## src/rtl/envelope_generator_if.sv

```systemverilog
// Sample/control bundle for envelope_generator: note and tone inputs from the
// synth front end, enveloped sample and status outputs toward the mixer.
interface envelope_generator_if;
  logic               new_note;
  logic [15:0]        sustain_count;
  logic               sample_ready;
  logic signed [15:0] sample_in;
  logic signed [15:0] sample_out;
  logic               sample_valid;
  logic [7:0]         gain;
  logic [2:0]         state;
  logic               active;

  modport master (
    output new_note, sustain_count, sample_ready, sample_in,
    input  sample_out, sample_valid, gain, state, active
  );

  modport slave (
    input  new_note, sustain_count, sample_ready, sample_in,
    output sample_out, sample_valid, gain, state, active
  );
endinterface

```

## src/rtl/envelope_generator.sv

```systemverilog
// ADSR envelope generator: steps an 8-bit gain once per sample tick and
// scales the incoming tone sample by it, one cycle of latency.
module envelope_generator #(
  parameter int unsigned ATTACK_STEP   = 8,
  parameter int unsigned DECAY_STEP    = 1,
  parameter int unsigned SUSTAIN_LEVEL = 160,
  parameter int unsigned RELEASE_STEP  = 2
) (
  input  logic                 clk,
  input  logic                 reset,
  envelope_generator_if.slave  bus
);

  typedef enum logic [2:0] {
    IDLE    = 3'd0,
    ATTACK  = 3'd1,
    DECAY   = 3'd2,
    SUSTAIN = 3'd3,
    RELEASE = 3'd4
  } env_state_t;

  // Steps are clamped to 255 so the 9/10-bit intermediates can never wrap.
  localparam logic [8:0]        ATT  = (ATTACK_STEP   > 255) ? 9'd255  : 9'(ATTACK_STEP);
  localparam logic [9:0]        DEC  = (DECAY_STEP    > 255) ? 10'd255 : 10'(DECAY_STEP);
  localparam logic [9:0]        REL  = (RELEASE_STEP  > 255) ? 10'd255 : 10'(RELEASE_STEP);
  localparam logic signed [9:0] SUS  = (SUSTAIN_LEVEL > 255) ? 10'sd255 : 10'(SUSTAIN_LEVEL);
  localparam logic [7:0]        SUS8 = (SUSTAIN_LEVEL > 255) ? 8'd255  : 8'(SUSTAIN_LEVEL);

  env_state_t         st;
  logic [7:0]         gain_r;
  logic [15:0]        sus_len;
  logic [15:0]        hold_cnt;
  logic signed [15:0] out_r;
  logic               valid_r;

  logic [8:0]         att_sum;
  logic signed [9:0]  dec_diff;
  logic signed [9:0]  rel_diff;
  logic signed [24:0] smp_ext;
  logic signed [24:0] gain_ext;
  logic signed [24:0] prod;

  assign att_sum  = {1'b0, gain_r} + ATT;
  assign dec_diff = $signed({2'b00, gain_r}) - $signed(DEC);
  assign rel_diff = $signed({2'b00, gain_r}) - $signed(REL);

  // Gain is zero-extended to a positive 9-bit signed factor before the multiply.
  assign smp_ext  = 25'(bus.sample_in);
  assign gain_ext = 25'({1'b0, gain_r});
  assign prod     = smp_ext * gain_ext;

  always_ff @(posedge clk or negedge reset) begin
    if (!reset) begin
      st       <= IDLE;
      gain_r   <= '0;
      sus_len  <= '0;
      hold_cnt <= '0;
      out_r    <= '0;
      valid_r  <= 1'b0;
    end else begin
      valid_r <= bus.sample_ready;
      if (bus.sample_ready)
        out_r <= 16'(prod >>> 8);

      if (bus.new_note) begin
        sus_len <= bus.sustain_count;
        st      <= ATTACK;
      end else if (bus.sample_ready) begin
        case (st)
          IDLE: gain_r <= '0;
          ATTACK: begin
            if (att_sum >= 9'd255) begin
              gain_r <= '1;
              st     <= DECAY;
            end else begin
              gain_r <= att_sum[7:0];
            end
          end
          DECAY: begin
            if (dec_diff <= SUS) begin
              gain_r   <= SUS8;
              hold_cnt <= sus_len;
              st       <= SUSTAIN;
            end else begin
              gain_r <= dec_diff[7:0];
            end
          end
          SUSTAIN: begin
            gain_r <= SUS8;
            if (hold_cnt == '0)
              st <= RELEASE;
            else
              hold_cnt <= hold_cnt - 16'd1;
          end
          RELEASE: begin
            if (rel_diff <= 10'sd0) begin
              gain_r <= '0;
              st     <= IDLE;
            end else begin
              gain_r <= rel_diff[7:0];
            end
          end
          default: begin
            gain_r <= '0;
            st     <= IDLE;
          end
        endcase
      end
    end
  end

  assign bus.sample_out   = out_r;
  assign bus.sample_valid = valid_r;
  assign bus.gain         = gain_r;
  assign bus.state        = st;
  assign bus.active       = (st != IDLE);

endmodule

```

## src/flat_wrapper.sv

```systemverilog
// flat-port wrapper written by rule: the top's interface ports become plain ports
module envelope_generator_flat 
#(
  parameter int unsigned ATTACK_STEP   = 8,
  parameter int unsigned DECAY_STEP    = 1,
  parameter int unsigned SUSTAIN_LEVEL = 160,
  parameter int unsigned RELEASE_STEP  = 2
)
  (clk, reset, bus_new_note, bus_sustain_count, bus_sample_ready, bus_sample_in, bus_sample_out, bus_sample_valid, bus_gain, bus_state, bus_active);
  envelope_generator_if bus_i ();
  input  logic clk;
  input  logic reset;
  input wire logic [$bits(bus_i.new_note)-1:0] bus_new_note;
  input wire logic [$bits(bus_i.sustain_count)-1:0] bus_sustain_count;
  input wire logic [$bits(bus_i.sample_ready)-1:0] bus_sample_ready;
  input wire logic [$bits(bus_i.sample_in)-1:0] bus_sample_in;
  output wire logic [$bits(bus_i.sample_out)-1:0] bus_sample_out;
  output wire logic [$bits(bus_i.sample_valid)-1:0] bus_sample_valid;
  output wire logic [$bits(bus_i.gain)-1:0] bus_gain;
  output wire logic [$bits(bus_i.state)-1:0] bus_state;
  output wire logic [$bits(bus_i.active)-1:0] bus_active;
  assign bus_i.new_note = bus_new_note;
  assign bus_i.sustain_count = bus_sustain_count;
  assign bus_i.sample_ready = bus_sample_ready;
  assign bus_i.sample_in = bus_sample_in;
  assign bus_sample_out = bus_i.sample_out;
  assign bus_sample_valid = bus_i.sample_valid;
  assign bus_gain = bus_i.gain;
  assign bus_state = bus_i.state;
  assign bus_active = bus_i.active;
  envelope_generator #(.ATTACK_STEP(ATTACK_STEP), .DECAY_STEP(DECAY_STEP), .SUSTAIN_LEVEL(SUSTAIN_LEVEL), .RELEASE_STEP(RELEASE_STEP)) u_core (.clk(clk), .reset(reset), .bus(bus_i));
endmodule
```

## config.mk

```make
export PLATFORM = sky130hd
export DESIGN_NAME = envelope_generator_flat
export DESIGN_NICKNAME = d
export VERILOG_FILES = /design/src/rtl/envelope_generator_if.sv /design/src/rtl/envelope_generator.sv /design/src/flat_wrapper.sv
export SDC_FILE = /design/constraint.sdc
export NUM_CORES = 1
export LEC_CHECK = 0
export BUFFER_PORTS_ARGS = -buffer_cell sky130_fd_sc_hd__buf_4
export CORE_AREA = 10 10 126 174
export CTS_BUF_LIST = sky130_fd_sc_hd__clkbuf_4 sky130_fd_sc_hd__clkbuf_8
export CTS_CLUSTER_DIAMETER = 40
export CTS_CLUSTER_SIZE = 10
export DETAILED_ROUTE_END_ITERATION = 12
export DIE_AREA = 0 0 136 184
export GPL_ROUTABILITY_DRIVEN = 0
export GPL_TIMING_DRIVEN = 1
export PLACE_DENSITY_LB_ADDON = 0.3
export REMOVE_ABC_BUFFERS = 1
export SYNTH_ARGS = -nofsm -noshare
export SYNTH_HDL_FRONTEND = slang
export SYNTH_SLANG_ARGS = --single-unit
```

## constraint.sdc

```tcl
create_clock -name clk -period 5.98 [get_ports clk]
set_input_delay 0 -clock clk [delete_from_list [all_inputs] [get_ports clk]]
set_output_delay 0 -clock clk [all_outputs]
set_load 0.02 [all_outputs]
```

# Word-level counts from Yosys, hierarchy flattened
# Cells that the tools add are included.
# op_classes
addsub	4
mul	1
n_lt_le_gt_ge	3
n_eq_ne	11
n_mux	14
n_bitwise	1
reduce_logical	8
# op_table
operator	n
two-way mux 16 bit	2
one-hot mux 16 bit (2 select lines)	1
one-hot mux 8 bit (4 select lines)	1
multiplier 16 x 9 -> 24 bit	1
two-way mux 8 bit	3
two-way mux 3 bit	6
zero test 16 bit	1
subtractor 16 x 1 -> 16 bit, second input constant	1
one-hot mux 3 bit (5 select lines)	1
!= test 3 x 2 -> 1 bit, second input constant	4
<= comparator 10 x 1 -> 1 bit, second input constant	1
<= comparator 10 x 9 -> 1 bit, second input constant	1
adder 8 x 4 -> 9 bit, second input constant	1
greater-or-equal comparator 9 x 8 -> 1 bit, second input constant	1
subtractor 8 x 1 -> 9 bit, second input constant	1
subtractor 8 x 2 -> 9 bit, second input constant	1
== test 3 x 2 -> 1 bit, second input constant	2
AND reduction 6 bit	1
AND reduction 5 bit	1
!= test 2 bit, second input constant	2
nonzero test 2 bit	2
== test 3 x 1 -> 1 bit, second input constant	1
== test 3 bit, second input constant	1
zero test 3 bit	1
4 further kinds	4
# word_totals
regBits	60
in_bits	36
output_inout_bits	29
wordCells	48

# Depth between registers and ports, before layout
# Gate-level depths: netlist of run 1.
# logic_depth
ltp_word	6
ltp_mapped	20
ltp_nobuf	18

# Least setup slack after synthesis of run 1
# No wires, ideal clock.
# synth_timing
kind	reg2reg
startpoint	register u_core.gain_r[5], in the netlist u_core.bus.gain[5]
endpoint	register u_core.out_r[6], in the netlist u_core.bus.sample_out[6]
setup_ns	0.125
arrival_ns	5.126
required_ns	5.855
path_slack_ns	0.729
stages_incl_launch_ff	19
period_less_slack_ns	5.251
path_cell_list	dfrtp_1 -> buf_2 -> clkbuf_1 -> clkbuf_1 -> nand2_1 -> fa_1 -> inv_1 -> fa_1 -> fa_1 -> inv_1 -> fa_1 -> inv_1 -> ha_1 -> or3_1 -> o32a_1 -> a211oi_1 -> o21bai_1 -> xor2_1 -> mux2_2
# synth_between
elab_chain_len	1
# synth_lines
item	line_no	source
from (decl)	envelope_generator.sv:30	logic [7:0] gain_r;
from (signal assigned)	envelope_generator.sv:76	gain_r <= att_sum[7:0];
from (signal assigned)	envelope_generator.sv:85	gain_r <= dec_diff[7:0];
from (signal assigned)	envelope_generator.sv:100	gain_r <= rel_diff[7:0];
multiplier 16 x 9 -> 24 bit	envelope_generator.sv:50	assign prod = smp_ext * gain_ext;
to (signal assigned)	envelope_generator.sv:63	out_r <= 16'(prod >>> 8);
to (decl)	envelope_generator.sv:33	logic signed [15:0] out_r;
# No other way between the ends.
# A chain may end at the register's enable or synchronous reset.

# Worst setup path in the final report of run 1
# layout_timing
startpoint	register u_core.gain_r[2], in the netlist u_core.bus.gain[2]
endpoint	register u_core.out_r[13], in the netlist u_core.bus.sample_out[13]
# Same word-level chain as after synthesis.

==> metrics.md, run 1 <==
| Metric | Value |
|---|---|
| Netlist cell types | 74 |
| Vias in the first global route | 6,577 |
| Max frequency | 0.185 GHz |
| Die width | 136 um |
| R2R Setup Slk | 0.59 ns |
| RSZ-0062 raised after global routing | no |
| Avg WL per Cell | 15.8 um |
| Crit Path Category | reg2reg |
| Clock buffer depth | 2 |
| CTS tree | built |
| Minimum clock period | 5.39 ns |
| Vias | 6,069 |
| Cells after DPL | 1,140 |
| Syn_area_per_cell | 9.04 um^2 |
| Initial DRC Count | 245 |
| DRC viols | 0 |
| Sequential power share | 0.171 |
| CTS H-Tree Depth | 3 |
| Synth Register Bits | 60 |
| CP Data Required Time | 6.21 ns |
| Tightest Hold Check Type | in2reg |
| Combinational power share | 0.747 |
| Synth Cell Area | 7770 um^2 |
| Internal power | 2.34 mW |
| Synth top area share | 0.255 |
| Antenna diodes | 0 |
| Chip Height | 184 um |
| Core box area | 18,500 um^2 |
| Final hold viol count | 0 |
| LEAKAGE | 4.31 nW |
| First-pass GRT wire length | 32,100 um |
| Clock Root Buffer | clkbuf_8 |
| Main synth FF type | dfrtp_1 |
| Post-synthesis sequential area ratio | 0.193 |
| Maxcap violations | 0 |
| Final setup viols | 0 |
| CP endpoint kind | flip-flop |
| Via-per-instance ratio | 5.17 |
| Final Cycle Share | 0.901 |
| Initial DRT Pass Iterations | 6 |
| Share of cells above drive strength 1 | 0.145 |
| Placed Area | 8460 um^2 |
| Startpoint types | flip-flop |
| Die ar. | 25,000 um^2 |
| Switching power | 2.40 mW |
| Synth top area cells | fa_1, dfrtp_1, ha_1, inv_1, and2_1 |
| Largest net degree at the start of global routing | 61 |
| Final design area excluding fillers | 8850 um^2 |
| Fillers | 1,842 |
| Post-CTS sizing | 0 |
| Max IR drop VDD | 0.000204 V |
| Syn Inst Count | 860 |
| Post-DP HPWL | 14,400 um |
| Gr usage total | 0.158 |
| Worst-skew pair later-pin latency | 0.34 ns |
| Synth Warn # | 0 |
| CTS clock-pin slew for the worst setup and hold paths | 0.06 ns |
| Clk pwr share | 0.081 |
| Initial core utilization | 0.420 |
| Power Dens Cells | 535 nW/um^2 |
| Switching share of power | 0.507 |
| Postcts setup bufs | 0 |
| Max_slew headroom | 0.348 |
| Initial antenna violation count | 0 |
| Post-route insts no fill | 1,173 |
| Final ANT Viol Nets | 0 |
| Synth async-reset ratio | 1.00 |
| Port buffer count | 64 |
| GR Overflow Total | 0 |
| Post-synth top area cell | fa_1 |
| Status | completed |
| # IOs | 65 |
| Num CTS Buffers | 9 |
| Worst Max-Slew Pin Slew | 0.978 ns |
| Total negative slack | 0 ns |
| Final core occ | 0.478 |
| Clock skew | 0.00389 ns |
| Worst path arrival time | 5.62 ns |
| Site Rows | 59 |
| Nets | 1,115 |
| Area growth, synth to finish | 13.9% |
| Final number of max-transition violations | 0 |
| Post-synth EDFFs | 0 |
| Power after layout | 4.74 mW |
| CP max FO | 26 |
| Clock Sink Count | 60 |
| DRT Wirelength | 18,600 um |
## critical path, cell delays in order (launching register included)
cell and delay [ns]:
dfrtp_1 0.75, and2_1 0.38, fa_1 0.54, inv_1 0.15, fa_1 0.56, inv_1 0.05, fa_1 0.48, inv_1 0.06
fa_1 0.52, inv_1 0.04, ha_1 0.35, o21ai_0 0.14, o21ai_0 0.26, nor3_1 0.08, o2bb2ai_1 0.37, a21oi_1 0.15
xnor2_1 0.13, mux2_2 0.25
## state kept, by name, summed over array words and instances (netlist names)
register,cells
u_core.bus.sample_out,16
u_core.hold_cnt,16
u_core.sus_len,16
u_core.bus.gain,8
u_core.bus.state,3
u_core.bus.sample_valid,1
## synthesized netlist by cell type, types with 3 or more instances
cell / number
inv_1: 151
fa_1: 99
nand2_1: 90
dfrtp_1: 60
and2_1: 59
ha_1: 55
nor2_1: 35
o21ai_0: 30
a21oi_1: 28
mux2_2: 27
clkbuf_1: 23
xnor2_1: 17
o21ai_1: 16
nor3_1: 14
or3_1: 10
a211oi_1: 9
nand2b_1: 9
xor2_1: 9
nand3_1: 8
nor2b_1: 7
o211ai_1: 7
a22oi_1: 5
a31oi_1: 5
buf_1: 5
nor4_1: 5
a22o_1: 4
and3_1: 4
buf_2: 4
nand4_1: 4
a21o_1: 3
buf_4: 3
nand4b_1: 3
## cells in the final DEF (no fill, tap or decap), types with 4 or more instances in the layout
master and n:
buf_4 72, or3_1 10, nand2b_1 9, nand3_1 8, dlygate4sd3_1 18, nor4_1 5, a21oi_1 28, dfrtp_1 60
nor3_1 14, and3_1 4, and2_1 59, fa_1 99, a211oi_1 9, a22o_1 4, a31oi_1 5, mux2_2 27
xnor2_1 17, clkbuf_8 12, inv_1 151, nor2b_1 7, a22oi_1 5, o211ai_1 7, nor2_1 35, o21ai_0 30
nand4_1 4, xor2_1 9, nand2_1 90, o21ai_1 16, ha_1 55
## stage by stage
stage | hold slack (ns) | setup WS, ns
floorplan | -0.296 | 1.01
global placement | 0.145 | 0.700
detailed placement | 0.140 | 0.616
CTS | 0.0627 | 0.607
global route | 0.111 | 0.279
finish | 0.0618 | 0.589
## kinds of logic (layout without fill, tap and decap cells)
group | count (synthesis) | after routing | share of synthesized area
simple gates | 267 | 267 | 0.182
compound gates | 136 | 136 | 0.115
xor+xnor | 27 | 27 | 0.0314
buf+inv | 187 | 256 | 0.0933
flops | 60 | 60 | 0.193
fa+ha+maj | 154 | 154 | 0.343
mux | 29 | 29 | 0.0417
## layout make-up
| class | instances | area (um^2) | share of cell area |
|---|---|---|---|
| inverter | 151 | 567 | 0.0640 |
| clock buffer | 14 | 180 | 0.0204 |
| tap | 244 | 305 | 0.0345 |
| multi-input combinational | 613 | 5550 | 0.627 |
| timing repair buffer | 90 | 721 | 0.0814 |
| sequential | 60 | 1500 | 0.170 |
| clock inverter | 1 | 30.0 | 0.00339 |
## power groups by stage
| stage | Sequential (mW) | Clock [mW] | Combinational (mW) |
|---|---|---|---|
| 2_1_floorplan | 0.847 | 0 | 2.59 |
| 3_5_place_dp | 0.820 | 0 | 3.56 |
| 6_report | 0.811 | 0.385 | 3.54 |
| 4_1_cts | 0.814 | 0.396 | 3.60 |
| 3_3_place_gp | 0.807 | 0 | 3.51 |
| 5_1_grt | 0.844 | 0.414 | 4.14 |
## per-layer routing
layer,global-route usage,vias up,wire [um]
met5,0,-,0
met4,0.0534,0,490
met3,0.0287,36,805
met2,0.288,117,9690
met1,0.180,3019,7600
li1,-,2897,-
## path summary, 6_finish.rpt
path,from,cells past startpoint,endpoint
setup reg to reg,u_core.bus.gain[2],17,u_core.bus.sample_out[13]
max in group asynchronous,reset,2,u_core.sus_len[0]
hold reg to reg,u_core.sus_len[1],1,u_core.sus_len[1]
setup / recovery,u_core.bus.gain[2],17,u_core.bus.sample_out[13]
min in group asynchronous,reset,2,u_core.bus.state[1]
hold / removal,bus_new_note,2,u_core.bus.state[2]
## what timing repair did
item	in CTS	in global routing
endpoints found under the setup margin	0	0
hold buffers	18	0
hold endpoints to repair	77	0
Note: power is estimated with default switching activity, not from simulation.
==> run 2: changes to the inputs <==
--- a/config.mk
+++ b/config.mk
@@ -6,12 +6,13 @@
 export NUM_CORES = 1
 export LEC_CHECK = 0
 export BUFFER_PORTS_ARGS = -buffer_cell sky130_fd_sc_hd__buf_4
-export CORE_AREA = 10 10 126 174
+export CAP_MARGIN = 0
+export CORE_AREA = 2 2 118 166
 export CTS_BUF_LIST = sky130_fd_sc_hd__clkbuf_4 sky130_fd_sc_hd__clkbuf_8
 export CTS_CLUSTER_DIAMETER = 40
 export CTS_CLUSTER_SIZE = 10
 export DETAILED_ROUTE_END_ITERATION = 12
-export DIE_AREA = 0 0 136 184
+export DIE_AREA = 0 0 120 168
 export GPL_ROUTABILITY_DRIVEN = 0
 export GPL_TIMING_DRIVEN = 1
 export PLACE_DENSITY_LB_ADDON = 0.3
==> run 2 against run 1 <==
Net effect:
- clock-buffer cell count decreased by 4
- total power rose by 1.1%
- setup slack improved by 0.040 ns
- sequential share of layout area shrank 0.091 points
- cell area increased by 0.54%
- largest power group unchanged
- critical path depth decreased by 1
- clock power up 19%
- first-iteration DRC count increased by 16%
- worst hold slack worse by 0.045 ns
- flip-flop and latch count unchanged
- sequential power down 4.2%
==> metrics.md, run 2 (synthesized netlist as in run 1, its figures left out) <==
| Metric | Value |
|---|---|
| Port buffer count | 64 |
| Fillers | 1,862 |
| Critical-path cell list | nand2_1 > fa_1 > fa_1 > inv_1 > fa_1 > inv_1 > fa_1 > inv_1 > ha_1 > nand3_1 > nor3_1 > nor4_1 > o21ai_0 > a221oi_1 > xnor2_1 > mux2_2 |
| Minimum clock period | 5.35 ns |
| Final hold viol count | 0 |
| Total negative slack | 0 ns |
| Share of cells above drive strength 1 | 0.147 |
| CTS tree | built |
| CP max FO | 15 |
| R2R Setup Slk | 0.63 ns |
| CP endpoint kind | flip-flop |
| CTS clock-pin slew for the worst setup and hold paths | 0.08 ns |
| Placed Area | 8480 um^2 |
| Max IR drop VDD | 0.000323 V |
| Clock Root Buffer | clkbuf_8 |
| Vias | 6,062 |
| Site Rows | 60 |
| Chip Height | 168 um |
| Power after layout | 4.79 mW |
| Reg2Reg Depth | 16 |
| Most used cell, CP | fa_1 |
| CP peak stage delay | 0.76 ns |
| DRT Wirelength | 17,900 um |
| Initial DRT Pass Iterations | 5 |
| Nets | 1,117 |
| # IOs | 65 |
| Die ar. | 20,200 um^2 |
| Crit Reg-Reg Endpoint | u_core.bus.sample_out[10] |
| Final number of max-transition violations | 0 |
| Final setup viols | 0 |
| Via-per-instance ratio | 5.14 |
| GR Overflow Total | 0 |
| Startpoint types | flip-flop |
| Core box area | 18,800 um^2 |
| Clock Sink Count | 60 |
| Clock buffer depth | 2 |
| Avg WL per Cell | 15.2 um |
| Hold EP | u_core.bus.state[2] |
| CP Data Required Time | 6.23 ns |
| Antenna diodes | 0 |
| Crit path max-delay family | adder cells |
| Largest net degree at the start of global routing | 61 |
| Num CTS Buffers | 9 |
| Gr usage total | 0.191 |
| Final design area excluding fillers | 8900 um^2 |
| Initial antenna violation count | 0 |
| Most frequent cells in the layout | inv_1, fa_1, nand2_1 |
| Reg2reg start | u_core.bus.gain[4] |
| DRC viols | 0 |
| CTS H-Tree Depth | 3 |
| Maxcap violations | 0 |
| HP Start | bus_new_note |
| Power Dens Cells | 538 nW/um^2 |
| Hold path depth | 2 |
| Vias in the first global route | 6,452 |
| Pre-CTS WS | 0.762 ns |
| Final Cycle Share | 0.895 |
| Most common cell after layout, fill and taps aside | inv_1 |
| Max frequency | 0.187 GHz |
| Worst path arrival time | 5.61 ns |
| Worst Max-Slew Pin Slew | 0.794 ns |
| RSZ-0062 raised after global routing | no |
| Tightest Hold Check Type | in2reg |
| Area growth, synth to finish | 14.5% |
| LEAKAGE | 4.34 nW |
| Fin worst setup slack | 0.629 ns |
| First-pass GRT wire length | 31,100 um |
| Initial DRC Count | 284 |
| Crit Path Category | reg2reg |
| Clock skew | 0.0139 ns |
| Initial core utilization | 0.413 |
| Post-DP HPWL | 13,900 um |
| Status | completed |
| Slowest cell on the critical path | dfrtp_1 |
| Buf+Inv Stages, Crit Path | 3 |
| Final ANT Viol Nets | 0 |
| Max_slew headroom | 0.465 |
| Die width | 120 um |
| Worst-skew pair later-pin latency | 0.36 ns |
## run 2: worst max path at each step
stage	start	end	slack, ns	depth (start not counted)
finish	u_core.bus.gain[4]	u_core.bus.sample_out[10]	0.63	16
global route	u_core.bus.gain[4]	u_core.bus.sample_out[10]	0.32	16
CTS	u_core.bus.gain[4]	u_core.bus.sample_out[10]	0.72	16
detailed placement	u_core.bus.gain[5]	u_core.bus.sample_out[13]	0.76	17
global placement	u_core.bus.gain[2]	u_core.bus.sample_out[13]	0.79	17
floorplan	u_core.bus.gain[5]	u_core.bus.sample_out[6]	1.01	15
## run 2: area by class of cell
class                   count  area (um^2)  area share
clock buffers              10          138      0.0155
clock inverters             5          100      0.0112
inverters                 151          567      0.0637
multi-input cells         613         5550       0.623
flip-flops and latches     60         1500       0.169
well taps                 248          310      0.0349
repair buffers             92          736      0.0827
## run 2: through the flow
step,util,instances,hold WS (ns)
floorplan,-,824,-0.296
global placement,0.450,1146,0.153
detailed placement,0.450,1146,0.155
CTS,0.472,1179,0.00728
global route,0.472,1179,0.0288
finish,0.472,1179,0.0170
## run 2: timing repair
item                      in CTS  in global routing
hold buffers                  18                  0
hold endpoints to repair      77                  0
buffers inserted               0                  0
gates resized for setup        0                  0
## run 2: power breakdown
| group | total (mW) | internal [mW] | switching [mW] |
|---|---|---|---|
| combinational | 3.56 | 1.55 | 2.01 |
| sequential | 0.777 | 0.563 | 0.214 |
| clock | 0.459 | 0.284 | 0.174 |
## run 2: per-layer routing
metal	routed length [um]	global-route usage	up-vias
met5	0	0	-
met4	407	0.0604	0
met3	696	0.0335	30
met2	9450	0.353	117
met1	7340	0.222	3014
li1	-	-	2901
==> run 3: changes to the inputs <==
--- a/config.mk
+++ b/config.mk
@@ -15,7 +15,7 @@
 export DIE_AREA = 0 0 120 168
 export GPL_ROUTABILITY_DRIVEN = 0
 export GPL_TIMING_DRIVEN = 1
-export PLACE_DENSITY_LB_ADDON = 0.3
+export PLACE_DENSITY_LB_ADDON = 0.15
 export REMOVE_ABC_BUFFERS = 1
 export SYNTH_ARGS = -nofsm -noshare
 export SYNTH_HDL_FRONTEND = slang
==> run 3 against run 2 <==
Net effect:
- cell area decreased by 0.44%
- maximum frequency increased by 1.4%
- sequential power increased by 0.9%
- clock-buffer cell count increased by 2
- flip-flop and latch count unchanged
- highest routed layer unchanged
- critical endpoint is now u_core.bus.sample_out[11]
==> metrics.md, run 3 (synthesized netlist as in run 1, its figures left out) <==
| Metric | Value |
|---|---|
| Buf+Inv Stages, Crit Path | 3 |
| CP peak stage delay | 0.77 ns |
| Slowest cell on the critical path | dfrtp_1 |
| Most common cell after layout, fill and taps aside | inv_1 |
| Nets | 1,116 |
| Chip Height | 168 um |
| Post-route insts no fill | 1,179 |
| LEAKAGE | 4.32 nW |
| Total negative slack | 0 ns |
| Die ar. | 20,200 um^2 |
| Clock buffer depth | 2 |
| Maxcap violations | 0 |
| DRC viols | 0 |
| Status | completed |
| Post-DP HPWL | 14,000 um |
| CP max FO | 18 |
| Critical-path cell list | nand2_1 > fa_1 > fa_1 > inv_1 > fa_1 > inv_1 > fa_1 > inv_1 > ha_1 > nand3_1 > nor3_1 > nor4_1 > o21ai_0 > a31oi_1 > xnor2_1 > mux2_2 |
| Worst path arrival time | 5.52 ns |
| Site Rows | 60 |
| Clock skew | 0.0112 ns |
| Port buffer count | 64 |
| Minimum clock period | 5.28 ns |
| Largest net degree at the start of global routing | 61 |
| Final number of max-transition violations | 0 |
| Vias | 6,094 |
| RSZ-0062 raised after global routing | no |
| # IOs | 65 |
| Area growth, synth to finish | 14.0% |
| GR Overflow Total | 0 |
| Max frequency | 0.189 GHz |
| CP Data Required Time | 6.23 ns |
| Antenna diodes | 0 |
| Crit path max-delay family | adder cells |
| Worst Max-Slew Pin Slew | 0.807 ns |
| Die width | 120 um |
| Met2 Track Usage GR | 0.354 |
| Share of cells above drive strength 1 | 0.147 |
| Cells after DPL | 1,145 |
| CTS tree | built |
| DRT Wirelength | 18,300 um |
| GRT Max-Usage Layer | met2 |
| Gr usage total | 0.196 |
| Postcts setup bufs | 0 |
| Tightest Hold Check Type | in2reg |
| Startpoint types | flip-flop |
| Final hold viol count | 0 |
| First-pass GRT wire length | 31,700 um |
| Fin worst setup slack | 0.702 ns |
| CTS clock-pin slew for the worst setup and hold paths | 0.08 ns |
| GRT met1 Usage | 0.246 |
| CP endpoint kind | flip-flop |
| Vias in the first global route | 6,446 |
| Num CTS Buffers | 9 |
| Initial DRC Count | 246 |
| Crit Path Category | reg2reg |
| Initial DRT Pass Iterations | 4 |
| Power Dens Cells | 538 nW/um^2 |
| Max_slew headroom | 0.462 |
| Final ANT Viol Nets | 0 |
| CTS H-Tree Depth | 3 |
| Initial antenna violation count | 0 |
| Pre-CTS WS | 0.729 ns |
| Fillers | 1,866 |
| Worst-skew pair later-pin latency | 0.36 ns |
| Most used cell, CP | fa_1 |
| Most frequent cells in the layout | inv_1, fa_1, nand2_1 |
| Final Cycle Share | 0.883 |
| Final setup viols | 0 |
| Via-per-instance ratio | 5.17 |
| Initial core utilization | 0.413 |
| Max IR drop VDD | 0.000226 V |
| Final Hold Slack | 0.0437 ns |
| Met3 Use GR | 0.0322 |
| Avg WL per Cell | 15.5 um |
| Clock Root Buffer | clkbuf_8 |
| Clock Sink Count | 60 |
| Core box area | 18,800 um^2 |
[run 3: cell count changes in the layout (fill, tap and decap cells not counted), sizes merged]
cell	before	now
buf	74	73
clkinvlp	0	1
clkbuf	10	12
bufinv	3	1
[run 3: worst paths after layout]
| kind | startpoint | endpoint | slack [ns] | cells after the start |
|---|---|---|---|---|
| max | u_core.bus.gain[5] | u_core.bus.sample_out[11] | 0.70 | 16 |
| min | bus_new_note | u_core.bus.state[2] | 0.04 | 2 |
| max reg2reg | u_core.bus.gain[5] | u_core.bus.sample_out[11] | 0.70 | 16 |
| min reg2reg | u_core.hold_cnt[13] | u_core.hold_cnt[13] | 0.49 | 2 |
| max in group asynchronous | reset | u_core.bus.gain[3] | 5.18 | 2 |
| min in group asynchronous | reset | u_core.bus.sample_out[0] | 0.27 | 2 |
[run 3: timing repair]
item	4_1_cts	5_1_grt
endpoints found under the hold margin	77	0
resized for setup	0	0
hold buffers	18	0
[run 3: worst register-to-register path: cells and delay by family, from the launching register on]
| kind | cells | cell delay [ns] |
|---|---|---|
| AO/OA/AOI/OAI | 2 | 0.72 |
| XOR/XNOR | 1 | 0.16 |
| adder cells (fa/ha/maj) | 5 | 2.40 |
| buffers and inverters | 3 | 0.17 |
| flip-flops | 1 | 0.77 |
| multiplexers | 1 | 0.26 |
| AND/OR/NAND/NOR | 4 | 0.69 |
[run 3: per-layer routing]
layer	vias to the layer above	wire length, um
met1	3065	7780
met2	119	9570
met4	0	136
li1	2898	-
met3	12	817
met5	-	0
[run 3: power by group]
group / internal (mW) / total [mW] / switching, mW
clock network: 0.219 / 0.395 / 0.177
logic: 1.55 / 3.58 / 2.04
registers: 0.562 / 0.784 / 0.222
[run 3: area by class of cell]
type / count / area (um^2) / area share
Sequential cell: 60 / 1500 / 0.169
Multi-Input combinational cell: 613 / 5550 / 0.626
Timing Repair Buffer: 91 / 728 / 0.0822
Inverter: 151 / 567 / 0.0640
Clock buffer: 12 / 159 / 0.0179
Tap cell: 248 / 310 / 0.0350
Clock inverter: 4 / 47.5 / 0.00537
[run 3: stage by stage]
| step | util | area [um^2] | total power [mW] |
|---|---|---|---|
| 2_1_floorplan | - | 7620 | 3.44 |
| 3_3_place_gp | 0.450 | 8470 | 4.41 |
| 3_5_place_dp | 0.450 | 8470 | 4.41 |
| 4_1_cts | 0.470 | 8860 | 4.85 |
| 5_1_grt | 0.470 | 8860 | 5.40 |
| 6_report | 0.470 | 8860 | 4.76 |
